===== src/rtl/fifo_flex.sv =====
// rtl/fifo_flex.sv - parametrised synchronous FIFO with runtime thresholds, sticky status and FWFT option
module fifo_flex #(
  parameter int WIDTH     = 32,
  parameter int BIT_DEPTH = 4,
  parameter int FWFT      = 0
) (
  input  logic                 clk,
  input  logic                 reset_n,
  input  logic                 push,
  input  logic [WIDTH-1:0]     data_in,
  input  logic                 pop,
  output logic [WIDTH-1:0]     data_out,
  input  logic                 flush,
  input  logic                 clear_err,
  input  logic [BIT_DEPTH:0]   af_thresh,
  input  logic [BIT_DEPTH:0]   ae_thresh,
  output logic [BIT_DEPTH:0]   count,
  output logic                 empty,
  output logic                 almost_empty,
  output logic                 almost_full,
  output logic                 full,
  output logic                 error,
  output logic                 overflow,
  output logic                 underflow
);

  localparam int DEPTH = 1 << BIT_DEPTH;
  localparam logic [BIT_DEPTH:0] FULL_CNT = DEPTH[BIT_DEPTH:0];

  logic [WIDTH-1:0]   mem [DEPTH];
  logic [BIT_DEPTH:0] wr_ptr;
  logic [BIT_DEPTH:0] rd_ptr;
  logic [BIT_DEPTH:0] cnt;
  logic               push_ok;
  logic               pop_ok;

  assign empty        = (cnt == '0);
  assign full         = (cnt == FULL_CNT);
  assign almost_empty = (cnt <= ae_thresh);
  assign almost_full  = (cnt >= af_thresh);
  assign count        = cnt;

  // A push into a full FIFO is still legal when a pop frees the slot on the same edge.
  assign push_ok = push && (!full || pop);
  assign pop_ok  = pop && !empty;
  assign error   = (push && full && !pop) || (pop && empty);

  always_ff @(posedge clk or negedge reset_n) begin
    if (!reset_n) begin
      wr_ptr    <= '0;
      rd_ptr    <= '0;
      cnt       <= '0;
      overflow  <= 1'b0;
      underflow <= 1'b0;
    end else if (flush) begin
      wr_ptr    <= '0;
      rd_ptr    <= '0;
      cnt       <= '0;
      overflow  <= 1'b0;
      underflow <= 1'b0;
    end else begin
      if (push_ok) wr_ptr <= wr_ptr + 1'b1;
      if (pop_ok)  rd_ptr <= rd_ptr + 1'b1;
      if (push_ok && !pop_ok)      cnt <= cnt + 1'b1;
      else if (!push_ok && pop_ok) cnt <= cnt - 1'b1;
      // Setting a sticky bit wins over a simultaneous clear_err.
      if (push && !push_ok) overflow <= 1'b1;
      else if (clear_err)   overflow <= 1'b0;
      if (pop && !pop_ok)   underflow <= 1'b1;
      else if (clear_err)   underflow <= 1'b0;
    end
  end

  always_ff @(posedge clk) begin
    if (push_ok && !flush) mem[wr_ptr[BIT_DEPTH-1:0]] <= data_in;
  end

  generate
    if (FWFT != 0) begin : g_fwft
      assign data_out = empty ? '0 : mem[rd_ptr[BIT_DEPTH-1:0]];
    end else begin : g_reg
      logic [WIDTH-1:0] dout_q;
      always_ff @(posedge clk or negedge reset_n) begin
        if (!reset_n)
          dout_q <= '0;
        else if (pop_ok && !flush)
          dout_q <= mem[rd_ptr[BIT_DEPTH-1:0]];
      end
      assign data_out = dout_q;
    end
  endgenerate

endmodule


===== config.mk =====
export PLATFORM = sky130hd
export DESIGN_NAME = fifo_flex
export DESIGN_NICKNAME = d
export VERILOG_FILES = /design/src/rtl/fifo_flex.sv
export SDC_FILE = /design/constraint.sdc
export NUM_CORES = 1
export LEC_CHECK = 0
export CORE_ASPECT_RATIO = 1.25
export CORE_UTILIZATION = 54
export DETAILED_ROUTE_END_ITERATION = 16
export PLACE_DENSITY = 0.75
export SLEW_MARGIN = 15
export SYNTH_ARGS = -nofsm -noshare
export SYNTH_HDL_FRONTEND = slang
export SYNTH_SLANG_ARGS = --single-unit

===== constraint.sdc =====
create_clock -name clk -period 3.1 [get_ports clk]
set_input_delay 0.465 -clock clk [delete_from_list [all_inputs] [get_ports clk]]
set_output_delay 0.465 -clock clk [all_outputs]
set_load 0.02 [all_outputs]

==> results.md <==
* Outcome: completed
* Via count at 10400
* Final nets at 1214
* DR WL/cell at 26.6 um
* IO Count at 92
* # Max-Cap Violations at 0
* Pwr/cell area at 739 nW/um2
* Synth cell types at 42
* Fraction of layout cells with a size suffix above 1 at 0.240
* Routability Congestion at 0.744
* TritonCTS clock tree: done
* Root buf cell: clkbuf_16
* Global-route wire length before repair at 67700 um
* Crit end category: primary output
* Core Area at 39300 um2
* Util after Layout at 0.643
* Reg2reg end: count[4]
* GRT Overall Usage at 0.227
* Via/cell ratio at 6.18
* Register area share after synthesis at 0.764
* Leakage dissipation at 8.16 nW
* HP Class: in -> async
* Initial antenna violation count at 1
* Gr ovfl total at 0
* Synth warn at 0
* FF-to-FF Start: count[0]
* Slowest stage delay, CP at 0.38 ns
* H-tree levels at 2
* Die area at 40900 um2
* Syn Area/Cell at 21.6 um2
* CTS sink count at 559
* Worst EP arrival at 2.48 ns
* Fin. max-slew vios at 0
* Hold Vio Cnt, Final at 0
* Total negative slack at 0 ns
* DR pass1 iterations at 5
* Synthesized instance count at 1002
* Startpoint types: flop
* Pin count of the biggest net entering global routing at 49
* Worst R2R Path Depth at 9
* Worst vdd ir at 600 uV
* Cell mode on critical path: o21a_1
* Dpl hpwl at 25000 um
* Max Freq at 0.340 GHz
* Clk Latency, worst-skew pair at 0.57 ns
* Synthesized area at 21700 um2
* Crit share post-route at 0.949
* Initial Util at 0.551
* Commonest non-fill, non-tap cell in the layout: edfxtp_1
* Most frequent cells in the layout: 512 x edfxtp_1, 128 x mux4_2, 88 x clkdlybuf4s50_1
* Final non-filler cell total at 1685
* Vias in the first global route at 11000
* Slew @ Worst Pin at 1.08 ns
* RSZ-0062 raised after global routing: no
* Antenna-violating nets left at 0
* Total CTS buffers at 50
* Area grow syn2layout at 16.7%
* IO Port Bufs at 91
* Max-slew headroom at 0.277
* Tmin final at 2.94 ns
* Worst Skew at 0.0200 ns
* Dpl cells at 1591
* CP Cell Sequence: buf_4 > ha_1 > nor2b_1 > o21a_1 > o21a_1 > o21a_1 > o22ai_1 > dlygate4sd2_1
* Initial drt markers at 1086
* Routed WL at 44800 um
* Final setup fails at 0
* Post-synth top flop: edfxtp_1
* Critical path class: reg -> out
* CTS Buffer Depth at 3
* Critical path endpoint: almost_empty
* # DRC at 0
* Cell row count at 81
* Reg2Reg Setup Slack at 0.18 ns
* Synth Register Bits at 559
* Syn nets at 1070
* Crit path max fanout at 7
* Width of the chip at 181 um
* Number of synthesized flops with an enable pin at 512
* Die Y-Extent at 226 um
* CP required at 2.63 ns
* Worst Setup SP: count[1]
* Fraction of registers with async set/reset at 0.0841
* Clk slew on worst S/H paths at 0.07 ns
* Slowest-stage cell, CP: dfrtp_1
## synthesized netlist by cell type, types with 2 or more instances
cell / number / area share
nand2b_1: 3 / 0.00087
a21o_1: 2 / 0.00069
a22oi_1: 2 / 0.00069
buf_2: 20 / 0.0046
nor3_1: 2 / 0.00046
o21a_1: 3 / 0.0010
nor2_1: 13 / 0.0023
a21oi_1: 8 / 0.0018
mux2i_1: 67 / 0.031
nor4_1: 2 / 0.00058
o21ai_0: 3 / 0.00069
ha_1: 19 / 0.011
nand2_1: 45 / 0.0078
clkbuf_1: 27 / 0.0047
dfrtp_1: 47 / 0.054
o221ai_1: 32 / 0.013
or3_1: 2 / 0.00058
o31ai_1: 2 / 0.00069
nor2b_1: 5 / 0.0014
xor2_1: 4 / 0.0016
and3_1: 4 / 0.0012
mux4_2: 128 / 0.13
edfxtp_1: 512 / 0.71
and2_1: 12 / 0.0035
xnor2_1: 3 / 0.0012
inv_1: 14 / 0.0024
nand3_1: 4 / 0.00092
buf_4: 3 / 0.0010
## worst min path at each step
stage                            start      endpoint  slack, ns  cells after the start
after floorplan                reset_n      count[0]       0.17                      0
after global placement    data_out[28]  data_out[28]       0.48                      2
after detailed placement  data_out[20]  data_out[20]       0.48                      2
after CTS                      reset_n   data_out[6]       0.44                      2
after global routing           reset_n      count[0]       0.47                      2
final                          reset_n      count[0]       0.44                      2
## routing by layer
metal,GRT usage,routed length [um],vias up
met1,0.303,17900,5535
met4,0.0618,757,0
met2,0.393,23300,389
met3,0.0353,2900,55
li1,-,-,4440
met5,0,0,-
## what timing repair did
item / 4_1_cts / 5_1_grt
endpoints found under the hold margin: 18 / 0
cloned: 0 / 0
endpoints found under the setup margin: 1 / 2
buffers inserted: 0 / 0
hold buffers: 1 / 0
resized for setup: 1 / 2
## critical path: cells and delay by family, from the launching register on
kind,cells,cell delay [ns]
adders and majority gates,1,0.29
buffers and inverters,2,0.52
AOI/OAI and AO/OA,4,0.60
and+or+nand+nor,1,0.14
DFF,1,0.38
## stage by stage
stage                     power, mW  worst slack, ns  area, um2  hold slack [ns]
final                          18.7            0.159      25300            0.441
after global routing           19.4          0.00507      25300            0.473
after CTS                      18.8           0.0427      25300            0.442
after detailed placement       12.7          0.00116      23600            0.485
after global placement         12.6          0.00754      23600            0.482
after floorplan                11.4           0.0873      21700            0.169
## power by group
group | switching [mW] | total, mW | internal (mW) | leakage [nW]
registers | 0.292 | 8.83 | 8.54 | 5.21
logic | 1.80 | 3.67 | 1.87 | 2.14
clock network | 2.62 | 6.18 | 3.56 | 0.818
## cell type report
cell class              instances  area (um2)
well taps                     498         623
clock inverters                34         327
diodes                          1        2.50
repair buffers                143        1540
inverters                      14        52.6
multi-input cells             378        4850
fillers                      2540       14000
flip-flops and latches        559       16600
clock buffers                  58        1320
## registers in the layout, summed over array words and instances, names as in the netlist
register and flops:
count 5, wr_ptr 4, rd_ptr 4, underflow 1, overflow 1, mem 512, data_out 32
## cells by family after synthesis
| logic type | after synthesis | synth area share |
|---|---|---|
| adder cells (fa/ha/maj) | 20 | 0.0119 |
| flip-flops | 559 | 0.764 |
| XOR/XNOR | 7 | 0.00283 |
| AO/OA/AOI/OAI | 58 | 0.0222 |
| AND/OR/NAND/NOR | 98 | 0.0217 |
| buffers and inverters | 65 | 0.0129 |
| multiplexers | 195 | 0.164 |
Power figures use the tool's default switching activity.
